--- src/rtl/buzzer_tone_gen_pkg.sv ---
// Shared definitions for the piezo buzzer tone generator.
// State encoding, half-period helper and pin polarity default.
package buzzer_tone_gen_pkg;

  typedef enum logic {
    IDLE = 1'b0,
    TONE = 1'b1
  } state_e;

  localparam bit ACTIVE_LOW_DEF = 1'b0;

  function automatic int half_period(
    input int clk_freq,
    input int tone_freq
  );
    return clk_freq / (2 * tone_freq);
  endfunction

endpackage

--- src/rtl/buzzer_tone_gen_tone_half_timer.sv ---
// Half-period timer for the buzzer tone generator.
// Counts 0..HALF_PERIOD-1 while enabled and pulses wrap on the last count.
module tone_half_timer #(
  parameter int HALF_PERIOD = 12500,
  parameter int CW = (HALF_PERIOD > 1) ? $clog2(HALF_PERIOD) : 1
) (
  input  logic clk,
  input  logic rst,
  input  logic clear,
  input  logic en,
  output logic wrap
);

  localparam logic [CW-1:0] LAST = CW'(HALF_PERIOD - 1);

  logic [CW-1:0] half_cnt;

  assign wrap = en & (half_cnt == LAST);

  always_ff @(posedge clk or posedge rst) begin
    if (rst) begin
      half_cnt <= '0;
    end else if (clear) begin
      half_cnt <= '0;
    end else if (en) begin
      if (wrap) begin
        half_cnt <= '0;
      end else begin
        half_cnt <= half_cnt + 1'b1;
      end
    end
  end

endmodule

--- src/rtl/buzzer_tone_gen.sv ---
// Piezo buzzer tone generator: fixed-frequency square wave with a
// minimum beep length, period-aligned stops and a hard disable.
module buzzer_tone_gen
  import buzzer_tone_gen_pkg::*;
#(
  parameter int CLK_FREQ    = 50_000_000,
  parameter int TONE_FREQ   = 2_000,
  parameter int MIN_PERIODS = 20,
  parameter bit ACTIVE_LOW  = ACTIVE_LOW_DEF
) (
  input  logic clk,
  input  logic rst,
  input  logic ctrl_en,
  input  logic ctrl_buzz,
  output logic buzzer_out,
  output logic busy
);

  localparam int HALF_PERIOD = half_period(CLK_FREQ, TONE_FREQ);
  localparam int PW = (MIN_PERIODS > 0) ? $clog2(MIN_PERIODS + 1) : 1;
  localparam logic [PW-1:0] PMAX = PW'(MIN_PERIODS);

  generate
    if (HALF_PERIOD < 2) begin : g_bad_half
      $error("buzzer_tone_gen: HALF_PERIOD must be at least 2");
    end
  endgenerate

  state_e        state;
  state_e        state_nxt;
  logic          phase;
  logic          phase_nxt;
  logic [PW-1:0] period_cnt;
  logic [PW-1:0] period_nxt;
  logic [PW-1:0] period_inc;
  logic          req;
  logic          clr;
  logic          wrap;
  logic          done_ok;

  assign req = ctrl_en & ctrl_buzz;
  assign busy = (state != IDLE);

  // Saturating count; done_ok looks at the count including this period.
  assign period_inc = (period_cnt < PMAX) ? period_cnt + 1'b1 : period_cnt;
  assign done_ok = (int'(period_cnt) + 1) >= MIN_PERIODS;

  tone_half_timer #(
    .HALF_PERIOD (HALF_PERIOD)
  ) u_timer (
    .clk   (clk),
    .rst   (rst),
    .clear (clr),
    .en    (state == TONE),
    .wrap  (wrap)
  );

  always_comb begin
    state_nxt  = state;
    phase_nxt  = phase;
    period_nxt = period_cnt;
    clr        = 1'b0;
    unique case (state)
      IDLE: begin
        phase_nxt  = 1'b0;
        period_nxt = '0;
        clr        = 1'b1;
        if (req) begin
          state_nxt = TONE;
          phase_nxt = 1'b1;
        end
      end
      TONE: begin
        unique case (1'b1)
          !ctrl_en: begin
            state_nxt  = IDLE;
            phase_nxt  = 1'b0;
            period_nxt = '0;
            clr        = 1'b1;
          end
          ctrl_en && wrap && phase: begin
            phase_nxt = 1'b0;
          end
          ctrl_en && wrap && !phase: begin
            if (!ctrl_buzz && done_ok) begin
              state_nxt  = IDLE;
              phase_nxt  = 1'b0;
              period_nxt = '0;
              clr        = 1'b1;
            end else begin
              phase_nxt  = 1'b1;
              period_nxt = period_inc;
            end
          end
          default: begin
          end
        endcase
      end
      default: begin
        state_nxt  = IDLE;
        phase_nxt  = 1'b0;
        period_nxt = '0;
        clr        = 1'b1;
      end
    endcase
  end

  always_ff @(posedge clk or posedge rst) begin
    if (rst) begin
      state      <= IDLE;
      phase      <= 1'b0;
      period_cnt <= '0;
      buzzer_out <= ACTIVE_LOW;
    end else begin
      state      <= state_nxt;
      phase      <= phase_nxt;
      period_cnt <= period_nxt;
      buzzer_out <= ACTIVE_LOW ^ ((state_nxt == TONE) & phase_nxt);
    end
  end

endmodule

--- config.mk ---
export PLATFORM = sky130hd
export DESIGN_NAME = buzzer_tone_gen
export DESIGN_NICKNAME = d
export VERILOG_FILES = /design/src/rtl/buzzer_tone_gen_pkg.sv /design/src/rtl/buzzer_tone_gen_tone_half_timer.sv /design/src/rtl/buzzer_tone_gen.sv
export SDC_FILE = /design/constraint.sdc
export NUM_CORES = 1
export LEC_CHECK = 0
export CAP_MARGIN = 0
export CORE_MARGIN = 8
export CORE_UTILIZATION = 50
export CTS_CLUSTER_SIZE = 10
export DETAILED_ROUTE_END_ITERATION = 7
export PLACE_DENSITY = 0.68
export SYNTH_ARGS = -nofsm -noshare
export SYNTH_HDL_FRONTEND = slang
export SYNTH_SLANG_ARGS = --single-unit
--- constraint.sdc ---
create_clock -name clk -period 4.26 [get_ports clk]
set_input_delay 1.278 -clock clk [delete_from_list [all_inputs] [get_ports clk]]
set_output_delay 1.278 -clock clk [all_outputs]
set_load 0.05 [all_outputs]
Word-level counts from Yosys, hierarchy flattened

Index checks and enable logic that the tools add are counted.

Register bits: 22
Output and inout bits: 2

Add/subtract/negate cells: 3
Magnitude comparators: 2
Eq/ne operators: 3
Mux-type cells: 16
Bitwise operators: 4
Reduce and logical (&&, ||, !) cells: 10

Operators with widths:

| kind                                                  | count |
|---|---|
| 2-to-1 mux 14 bit                                     | 3 |
| case mux 5 bit (2 select lines)                       | 2 |
| adder 14 x 1 -> 14 bit, second input constant         | 1 |
| equality test 14 bit, second input constant           | 1 |
| case mux 1 bit (2 select lines)                       | 6 |
| 2-to-1 mux 5 bit                                      | 2 |
| adder 5 x 1 -> 6 bit, second input constant           | 1 |
| >= comparator 6 x 5 -> 1 bit, second input constant   | 1 |
| adder 5 x 1 -> 5 bit, second input constant           | 1 |
| < comparator 5 bit, second input constant             | 1 |
| logical AND 1 bit                                     | 4 |
| inequality test 4 x 3 -> 1 bit, second input constant | 1 |
| bitwise AND 1 bit                                     | 3 |
| zero test 1 bit                                       | 3 |
| 2-to-1 mux 1 bit                                      | 3 |
| inequality test 3 x 1 -> 1 bit, second input constant | 1 |
| AND reduction 2 bit                                   | 1 |
| nonzero test 2 bit                                    | 1 |
| OR reduction 2 bit                                    | 1 |
| NOT 1 bit                                             | 1 |

Depth between registers and ports, before layout

Gate-level depths: netlist (run 1).

Depth in word-level cells: 8
Mapped depth: 6
Mapped depth without buffers: 6

Hierarchy

A second synthesis (run 1) with hierarchy kept.

Cells, all modules: 141
Area total of the unflattened synthesis: 1,333.8 sq um

By module, submodules not included:

| module          | instances | cells an instance | area an instance (sq um) | sequential area each (sq um) |
|---|---|---|---|---|
| tone_half_timer | 1         | 82                | 807.0                    | 350.3 |
| buzzer_tone_gen | 1         | 59                | 526.8                    | 200.2 |

Least setup slack after synthesis (run 1)

OpenSTA, ideal clock, no wires.

Path type: input to register
Start point: input port ctrl_buzz
End point: register period_cnt[4]
Arrival time: 2.202 ns
Required time: 4.137 ns
Slack: 1.936 ns
Stages: 5
Path buffers: 0
Cells stage by stage: or4bb_1 > o41ai_1 > a2111oi_4 > a22oi_1 > nor2b_1

Cells in the longest elaborated chain, start to end: 5

Ends and longest elaborated chain:

| what                            | line                   | RTL |
|---|---|---|
| from (decl)                     | buzzer_tone_gen.sv:14  | `input logic ctrl_buzz,` |
| zero test 1 bit *               | buzzer_tone_gen.sv:85  | `if (!ctrl_buzz && done_ok) begin` |
| logical AND 1 bit *             | buzzer_tone_gen.sv:85  |  |
| 2-to-1 mux 5 bit                | buzzer_tone_gen.sv:85  |  |
| case mux 5 bit (2 select lines) | buzzer_tone_gen.sv:74  | `unique case (1'b1)` |
| case mux 5 bit (2 select lines) | buzzer_tone_gen.sv:63  | `unique case (state)` |
| to (signal assigned)            | buzzer_tone_gen.sv:117 | `period_cnt <= period_nxt;` |
| to (decl)                       | buzzer_tone_gen.sv:33  | `logic [PW-1:0] period_cnt;` |

Mark *: on every way between the ends. The rest lies on a longest branch, timed or not.
A chain may end at the register's enable or synchronous reset.

Worst setup path in the final report (run 1)

Start point: register state, in the netlist busy
End point: output port busy

RTL lines:

| what                   | line                   | RTL |
|---|---|---|
| from (decl)            | buzzer_tone_gen.sv:29  | `state_e state;` |
| from (signal assigned) | buzzer_tone_gen.sv:115 | `state <= state_nxt;` |
| to (decl)              | buzzer_tone_gen.sv:16  | `output logic busy` |

No word-level cell between the ends.

==> results of run 1 <==
[cells in the final DEF, fill, tap and decap left out]
cell type,Yosys,layout
xor2_1,8,8
nand4_1,3,3
nand3_1,9,9
clkbuf_4,0,3
or3_1,2,2
dfrtp_1,22,22
nor4b_2,1,1
a21boi_1,2,2
nand4_2,1,1
a21oi_1,3,3
ha_1,3,3
a2111oi_0,1,1
nor2_1,18,18
o21a_1,3,3
and2_1,5,5
nand3b_1,1,1
o21ai_1,3,3
or4bb_1,1,1
clkdlybuf4s50_1,0,5
xnor2_1,2,2
nand2_1,11,11
clkbuf_8,0,1
a31oi_1,2,2
o41ai_1,1,1
and4_1,1,1
a22oi_1,1,1
nor2b_1,1,1
inv_1,9,9
and3_1,3,3
nor3_1,1,1
nor4_2,1,1
o21ai_0,5,5
o22ai_1,1,1
a2111oi_4,1,1
[flip-flops by register name (all words and copies together) (netlist names)]
| name | cells |
|---|---|
| busy | 1 |
| u_timer.half_cnt | 14 |
| period_cnt | 5 |
| phase | 1 |
| buzzer_out | 1 |
[through the flow]
stage          setup WS [ns]  cells  power, mW  hold WS (ns)  instance area (um^2)
3_5_place_dp            1.26    159      0.242         0.459                  1270
5_1_grt                 1.31    163      0.368         0.503                  1310
2_1_floorplan           1.94    128      0.232         0.425                  1200
4_1_cts                 1.39    163      0.357         0.477                  1310
6_report                1.37    163      0.355         0.465                  1310
3_3_place_gp            1.35    159      0.241         0.437                  1270
[cells by family after synthesis]
group           after synthesis  share of synthesized area [%]
fa+ha+maj                     3                           3.14
compound gates               23                           13.7
flops                        22                           46.0
buf+inv                      11                           3.56
simple gates                 59                           26.3
xor+xnor                     10                           7.32
[area by class of cell]
class	count	area, um^2	area share (%)
multi-input cells	95	603	46.1
repair buffers	5	50.0	3.82
well taps	28	35.0	2.68
flip-flops and latches	22	551	42.1
clock buffers	4	36.3	2.77
inverters	9	33.8	2.58
[metal layers]
| metal | track usage, % | vias to the layer above | part of all wire [%] |
|---|---|---|---|
| met5 | 0 | - | 0 |
| met4 | 5.18 | 0 | 1.0 |
| li1 | - | 455 | - |
| met2 | 20.0 | 7 | 51 |
| met1 | 13.2 | 439 | 45 |
| met3 | 3.09 | 4 | 2.5 |
[power by group through the flow]
stage | Clock, mW | Combinational [mW] | Sequential [mW]
2_1_floorplan | 0 | 0.0104 | 0.222
3_3_place_gp | 0 | 0.0238 | 0.218
3_5_place_dp | 0 | 0.0242 | 0.218
4_1_cts | 0.119 | 0.0242 | 0.214
5_1_grt | 0.127 | 0.0266 | 0.214
6_report | 0.118 | 0.0236 | 0.214
[path summary, 6_finish.rpt]
| kind | end | depth (start not counted) | from | slack (ns) |
|---|---|---|---|---|
| max | busy | 1 | busy$_DFF_PP0_ | 1.37 |
| min reg2reg | u_timer.half_cnt[0]$_DFFE_PP0P_ | 1 | u_timer.half_cnt[0]$_DFFE_PP0P_ | 0.47 |
| max in group asynchronous | u_timer.half_cnt[10]$_DFFE_PP0P_ | 2 | rst | 2.30 |
| min | u_timer.half_cnt[0]$_DFFE_PP0P_ | 1 | u_timer.half_cnt[0]$_DFFE_PP0P_ | 0.47 |
| max reg2reg | period_cnt[3]$_DFFE_PP0P_ | 6 | period_cnt[0]$_DFFE_PP0P_ | 2.27 |
| min in group asynchronous | buzzer_out$_DFF_PP0_ | 2 | rst | 1.43 |
[worst register-to-register path, cell delays in order, from the launching register on]
cell	delay [ns]
dfrtp_1	0.46
ha_1	0.27
o21ai_0	0.16
a31oi_1	0.10
a2111oi_4	0.61
nand3_1	0.15
a31oi_1	0.18
==> metrics.md, run 1 <==
| Metric | Value |
|---|---|
| Synth Area per Inst | `9.34 um^2` |
| Vias in the first global route | `965` |
| Slew HR | `43.2%` |
| Yosys reg bits | `22` |
| DRT iter0 DRCs | `70` |
| Critical Path Slowest Stage Cell | `clkdlybuf4s50_1` |
| Sw Share | `23.7%` |
| Biggest area consumer among synthesized cells | `dfrtp_1` |
| Worst path max stage delay | `0.84 ns` |
| Startpoint types | `flop` |
| TritonCTS buffer count | `3` |
| DR WL/cell | `13.3 um` |
| Seq pwr share | `60.2%` |
| PwrDens | `271 nW/um^2` |
| Fillers | `218` |
| Nets@finish | `143` |
| Proportion of layout cells with a drive suffix above 1 | `5.93%` |
| Post-CTS resize count | `0` |
| Clock Power Share | `33.1%` |
| Sw power | `84.2 uW` |
| Total Wirelength | `2170 um` |
| Via count | `905` |
| GR Overflow Total | `0` |
| Die H | `64.9 um` |
| Final Util | `58.6%` |
| Yosys Warn Count | `0` |
| Post-synthesis sequential area ratio | `46.0%` |
| Vias/cell | `5.55` |
| Period utilization | `67.7%` |
| P_leak | `0.550 nW` |
| Post-CTS Setup Bufs | `0` |
| Cell Area, Synth | `1200 um^2` |
| Synth-to-Final Area Change | `9.41%` |
| DP HPWL | `1580 um` |
| Fin. Hold Viols | `0` |
| Status | `finished, final reports clean` |
| Number of synthesized flops with an enable pin | `0` |
| Final Max Tran Viols | `0` |
| Sink Count | `22` |
| # IOs | `6` |
| Clk root buf | `clkbuf_4` |
| Hold Buf Count CTS | `0` |
| HP Class | `flop to flop` |
| Synth cell count leaders | `dfrtp_1 (22), nor2_1 (18), nand2_1 (11)` |
| Critical path, cell by cell | `clkdlybuf4s50_1` |
| Syn Nets | `135` |
| Setup CP Type | `flop to primary output` |
| Clock Tree Buf Depth | `2` |
| Delay-heaviest family, CP | `buffers and inverters` |
| RD Place Congestion | `0.778` |
| Clock slew at reported path FFs | `0.13 ns` |
| Top-area cell type share of the netlist area | `46.0%` |
| Synth area leaders | `dfrtp_1 (46%), xor2_1 (5.9%), nor2_1 (5.6%), nand3_1 (3.8%), nand2_1 (3.5%)` |
| Top FF cell, synth | `dfrtp_1` |
| Worst Path Required | `2.98 ns` |
| CTS tree | `built` |
| H-tree levels | `1` |
| Critical Path End Type | `primary output` |
| Maximum clock rate | `347 MHz` |
| CP Data Arrival Time | `1.61 ns` |
| Clock latency on the worst-skew pair | `0.31 ns` |
| FFs w/ async S/R, synth | `100%` |
| Distinct cells, synth | `33` |
| Worst vdd ir | `200 uV` |
| Max cap viols | `0` |
| Worst-Margin Slew | `0.851 ns` |
| Port bufs | `5` |
| Die footprint | `4210 um^2` |
| Chip width | `64.9 um` |
| Antenna violations before repair | `0` |
| Starting Density | `53.6%` |
| Antenna diode instance count | `0` |
| Drt pass-1 iters | `4` |
| P_int | `271 uW` |
| Most common cell in the netlist | `dfrtp_1` |
| Core ar. | `2230 um^2` |
| Row count | `17` |
| RSZ-0062 raised after global routing | `false` |
| Synth Instances | `128` |
| Final setup fails | `0` |
| Post-layout min period | `2.89 ns` |
| Largest net degree at the start of global routing | `23` |
| Detail Route Antenna Nets | `0` |
| Final Skew | `0.00815 ns` |
| DR DRC count | `0` |
| All-layer global routing usage | `11.6%` |
| Combinational share of power | `6.6%` |
| First-pass GRT wire length | `4060 um` |
| CP bufs+invs | `1` |
| Setup TNS | `0 ns` |
| Crit Path Max Fanout | `6` |
(Power assumes the default switching activity.)
==> inputs of run 2 (changes only) <==
--- a/config.mk
+++ b/config.mk
@@ -10,7 +10,7 @@
 export CORE_UTILIZATION = 50
 export CTS_CLUSTER_SIZE = 10
 export DETAILED_ROUTE_END_ITERATION = 7
-export PLACE_DENSITY = 0.68
+export PLACE_DENSITY = 0.71
 export SYNTH_ARGS = -nofsm -noshare
 export SYNTH_HDL_FRONTEND = slang
 export SYNTH_SLANG_ARGS = --single-unit
==> constraint.sdc (replaced) <==
create_clock -name clk -period 2.55 [get_ports clk]
set_input_delay 0.765 -clock clk [delete_from_list [all_inputs] [get_ports clk]]
set_output_delay 0.765 -clock clk [all_outputs]
set_load 0.05 [all_outputs]
==> metrics.md, run 2 (same netlist as run 1, synthesis figures left out) <==
| Metric | Value |
|---|---|
| Status | `finished, final reports clean` |
| PwrDens | `418 nW/um^2` |
| Commonest non-fill, non-tap cell in the layout | `dfrtp_1` |
| Antenna violations before repair | `0` |
| DR WL/cell | `13.6 um` |
| Final Skew | `0.00289 ns` |
| Worst-Margin Slew | `0.514 ns` |
| Antenna diode instance count | `0` |
| Post-CTS resize count | `0` |
| Critical Path Slowest Stage Cell | `clkdlybuf4s50_1` |
| CP bufs+invs | `1` |
| Fin worst setup slack | `0.196 ns` |
| Sw power | `125 uW` |
| Clock latency on the worst-skew pair | `0.30 ns` |
| Seq pwr share | `65.3%` |
| Clock slew at reported path FFs | `0.11 ns` |
| Clock Power Share | `27.1%` |
| Setup CP Type | `flop to primary output` |
| Commonest cells after routing, fill and taps aside | `dfrtp_1 (22), nor2_1 (18), nand2_1 (11), nand3_1 (9), inv_1 (9)` |
| P_leak | `0.552 nW` |
| Drt pass-1 iters | `4` |
| HP Class | `flop to flop` |
| Post-CTS Setup Bufs | `0` |
| All-layer global routing usage | `11.2%` |
| Total Wirelength | `2220 um` |
| CTS tree | `built` |
| Vias in the first global route | `896` |
| Final Max Tran Viols | `0` |
| Detail Route Antenna Nets | `0` |
| CP Data Arrival Time | `1.59 ns` |
| Fin. Hold Viols | `0` |
| Slew HR | `65.3%` |
| Synth-to-Final Area Change | `9.52%` |
| Dpl ws | `0.104 ns` |
| Final Util | `58.7%` |
| Die H | `64.9 um` |
| Maximum clock rate | `425 MHz` |
| Hold Buf Count CTS | `0` |
| Critical path, cell by cell | `clkdlybuf4s50_1` |
| Nets@finish | `145` |
| Worst hold margin | `0.468 ns` |
| Post-layout min period | `2.35 ns` |
| Critical Path End Type | `primary output` |
| Final setup fails | `0` |
| Row count | `17` |
| Via count | `910` |
| Delay-heaviest family, CP | `buffers and inverters` |
| DP Area | `1290 um^2` |
| # IOs | `6` |
| Period utilization | `92.3%` |
| First-pass GRT wire length | `3820 um` |
| Core ar. | `2230 um^2` |
| Final Cell Area | `1310 um^2` |
| RSZ-0062 raised after global routing | `false` |
| Worst Path Required | `1.79 ns` |
| DR DRC count | `0` |
| Clk root buf | `clkbuf_4` |
| P_int | `422 uW` |
| Sink Count | `22` |
| Die footprint | `4210 um^2` |
| DP HPWL | `1630 um` |
| Sw Share | `22.8%` |
| Max reg flops | `14` |
| DRT iter0 DRCs | `40` |
| Combinational share of power | `7.6%` |
| RD Place Congestion | `0.773` |
| Worst vdd ir | `342 uV` |
| Chip width | `64.9 um` |
| Port bufs | `5` |
| Vias/cell | `5.55` |
| Starting Density | `53.6%` |
| Setup TNS | `0 ns` |
| H-tree levels | `1` |
| Crit Path Max Fanout | `6` |
| GR Overflow Total | `0` |
| Max cap viols | `0` |
| Top reg by flops | `u_timer.half_cnt` |
| Clock Tree Buf Depth | `2` |
| TritonCTS buffer count | `3` |
| Top Registers | `u_timer.half_cnt (14), period_cnt (5)` |
| Proportion of layout cells with a drive suffix above 1 | `6.62%` |
| Largest net degree at the start of global routing | `23` |
| Startpoint types | `flop` |
| Worst path max stage delay | `0.84 ns` |
## run 2: cell count changes in the layout (fill, tap and decap cells not counted), sizes merged
cell,delta
clkbuf,-1
buf,+2
## run 2: power groups by stage
stage	Combinational (mW)	Sequential, mW	Clock, mW
floorplan	0.0173	0.370	0
global placement	0.0422	0.364	0
detailed placement	0.0426	0.364	0
CTS	0.0428	0.357	0.157
global route	0.0457	0.358	0.168
finish	0.0418	0.357	0.148
## run 2: layout make-up
class	instances	area [um^2]
Sequential cell	22	551
Tap cell	28	35.0
Fill cell	207	923
Timing Repair Buffer	7	65.1
Clock buffer	3	22.5
Multi-Input combinational cell	95	603
Inverter	9	33.8
## run 2: metrics by stage
step	power (mW)	cells
floorplan	0.388	128
global placement	0.406	161
detailed placement	0.407	161
CTS	0.557	164
global route	0.571	164
finish	0.547	164
## run 2: metal layers
metal | global-route usage [%] | wire length (um)
met1 | 12.0 | 1010
met2 | 20.4 | 1140
met3 | 2.75 | 59
met4 | 4.90 | 13
met5 | 0 | 0
## run 2: worst paths after layout
| path | startpoint | to | cells after the start | slack [ns] |
|---|---|---|---|---|
| min in group asynchronous | rst | u_timer.half_cnt[12]$_DFFE_PP0P_ | 3 | 0.79 |
| setup reg to reg | period_cnt[0]$_DFFE_PP0P_ | period_cnt[3]$_DFFE_PP0P_ | 6 | 0.58 |
| hold / removal | u_timer.half_cnt[0]$_DFFE_PP0P_ | u_timer.half_cnt[0]$_DFFE_PP0P_ | 1 | 0.47 |
| max in group asynchronous | rst | phase$_DFF_PP0_ | 3 | 1.54 |
| setup / recovery | busy$_DFF_PP0_ | busy | 1 | 0.20 |
| hold reg to reg | u_timer.half_cnt[0]$_DFFE_PP0P_ | u_timer.half_cnt[0]$_DFFE_PP0P_ | 1 | 0.47 |
==> inputs of run 3 (changes only) <==
--- a/config.mk
+++ b/config.mk
@@ -11,6 +11,8 @@
 export CTS_CLUSTER_SIZE = 10
 export DETAILED_ROUTE_END_ITERATION = 7
 export PLACE_DENSITY = 0.71
+export RECOVER_POWER = 25
+export SETUP_SLACK_MARGIN = 0.5
 export SYNTH_ARGS = -nofsm -noshare
 export SYNTH_HDL_FRONTEND = slang
 export SYNTH_SLANG_ARGS = --single-unit
==> metrics.md, run 3 (same netlist as run 1, synthesis figures left out) <==
| Metric | Value |
|---|---|
| DR WL/cell | `13.7 um` |
| First-pass GRT wire length | `3820 um` |
| Largest net degree at the start of global routing | `23` |
| DP HPWL | `1630 um` |
| Max reg flops | `14` |
| Fillers | `209` |
| RD Place Congestion | `0.773` |
| Register-to-register setup slack | `0.57 ns` |
| Startpoint types | `primary input` |
| Antenna diode instance count | `0` |
| Clock Tree Buf Depth | `2` |
| RSZ-0062 raised after global routing | `true` |
| Post-layout min period | `2.01 ns` |
| Worst Path Required | `2.78 ns` |
| Setup CP Type | `primary input to flop` |
| Max cap viols | `0` |
| Commonest cells after routing, fill and taps aside | `dfrtp_1 (22), nor2_1 (18), nand2_1 (11), nand3_1 (9), inv_1 (9)` |
| Final setup fails | `0` |
| Vias in the first global route | `896` |
| Period utilization | `78.9%` |
| Setup TNS | `0 ns` |
| Final Util | `58.3%` |
| Worst hold margin | `0.472 ns` |
| Nets@finish | `145` |
| Dpl ws | `0.104 ns` |
| Multi-input logic area | `606 um^2` |
| Worst hold path depth | `1` |
| Fin. Hold Viols | `0` |
| Slew HR | `21.2%` |
| Crit Path Max Fanout | `8` |
| GR Overflow Total | `0` |
| Top reg by flops | `u_timer.half_cnt` |
| Antenna violations before repair | `0` |
| Starting Density | `53.6%` |
| Fin worst setup slack | `0.538 ns` |
| H-tree levels | `1` |
| # IOs | `6` |
| CP Data Arrival Time | `2.24 ns` |
| Vias/cell | `5.59` |
| Final Skew | `0.00302 ns` |
| Hold Path End | `u_timer.half_cnt[0]$_DFFE_PP0P_` |
| DP Area | `1290 um^2` |
| CTS tree | `built` |
| Row count | `17` |
| Hold Crit Start | `u_timer.half_cnt[0]$_DFFE_PP0P_` |
| HP Class | `flop to flop` |
| Finished Layout Cells | `164` |
| Synth-to-Final Area Change | `8.89%` |
| Core ar. | `2230 um^2` |
| Worst R2R End | `period_cnt[3]$_DFFE_PP0P_` |
| Worst-Margin Slew | `1.18 ns` |
| Chip width | `64.9 um` |
| Final Cell Area | `1300 um^2` |
| Clock latency on the worst-skew pair | `0.30 ns` |
| PwrDens | `418 nW/um^2` |
| Status | `finished, final reports clean` |
| Placed Instances | `161` |
| Hold Buf Count CTS | `0` |
| Drt pass-1 iters | `4` |
| TritonCTS buffer count | `3` |
| Port bufs | `5` |
| Critical Path End Type | `flop` |
| Post-CTS Setup Bufs | `0` |
| Top Registers | `u_timer.half_cnt (14), period_cnt (5)` |
| Final Power | `545 uW` |
| Reg2reg path depth | `6` |
| Commonest non-fill, non-tap cell in the layout | `dfrtp_1` |
| Worst vdd ir | `342 uV` |
| Reg-to-Reg Start | `period_cnt[0]$_DFFE_PP0P_` |
| Proportion of layout cells with a drive suffix above 1 | `7.35%` |
| Detail Route Antenna Nets | `0` |
| All-layer global routing usage | `11.2%` |
| DRT iter0 DRCs | `38` |
| Via count | `916` |
| DR DRC count | `0` |
| Clock slew at reported path FFs | `0.11 ns` |
| Total Wirelength | `2250 um` |
| Clk root buf | `clkbuf_4` |
| Die H | `64.9 um` |
| P_leak | `0.548 nW` |
| Maximum clock rate | `497 MHz` |
| Final Max Tran Viols | `0` |
| Die footprint | `4210 um^2` |
| Sink Count | `22` |
| FF/Latch Area | `551 um^2` |
==> run 3: changes by cell type in the layout (fill, tap and decap cells not counted), sizes merged <==
cell and delta:
clkdlybuf4s50 -3, dlygate4sd2 +1, buf -1, dlygate4sd3 +1
clkbuf +2
==> run 3: final cells by class <==
cell class	count	share of cell area, %
sequential	22	42.3
clock buffer	3	1.73
inverter	9	2.59
multi-input combinational	95	46.5
tap	28	2.69
timing repair buffer	7	4.23
==> run 3: timing repair <==
item,4_1_cts,5_1_grt
endpoints found under the setup margin,7,6
pin swaps,1,4
resized for setup,2,3
==> run 3: critical path, cell delays in order <==
cell and delay [ns]:
clkdlybuf4s50_1 0.53, or4bb_1 0.13, o41ai_1 0.10, a2111oi_4 0.41
nand3_1 0.14, a31oi_1 0.17
==> run 3: worst max path at each step <==
stage | from | to | slack [ns] | cells past startpoint
5_1_grt | rst | phase$_DFF_PP0_ | 0.36 | 3
3_3_place_gp | ctrl_buzz | period_cnt[3]$_DFFE_PP0P_ | 0.14 | 6
3_5_place_dp | ctrl_buzz | period_cnt[3]$_DFFE_PP0P_ | 0.10 | 6
6_report | ctrl_buzz | period_cnt[3]$_DFFE_PP0P_ | 0.54 | 6
2_1_floorplan | ctrl_buzz | period_cnt[4]$_DFFE_PP0P_ | 0.74 | 5
4_1_cts | busy$_DFF_PP0_ | busy | 0.46 | 1
==> run 3: report_power, final <==
part	switching (mW)	leakage (nW)	internal [mW]
sequential	0.00438	0.304	0.353
clock	0.0932	0.0138	0.0550
combinational	0.0272	0.231	0.0120
total	0.125	0.548	0.420
==> run 3: per-layer routing <==
layer	vias to the layer above	GRT usage, %	wire [um]
li1	459	-	-
met1	443	12.0	1040
met2	12	20.4	1140
met3	2	2.75	56
met4	0	4.90	13
met5	-	0	0
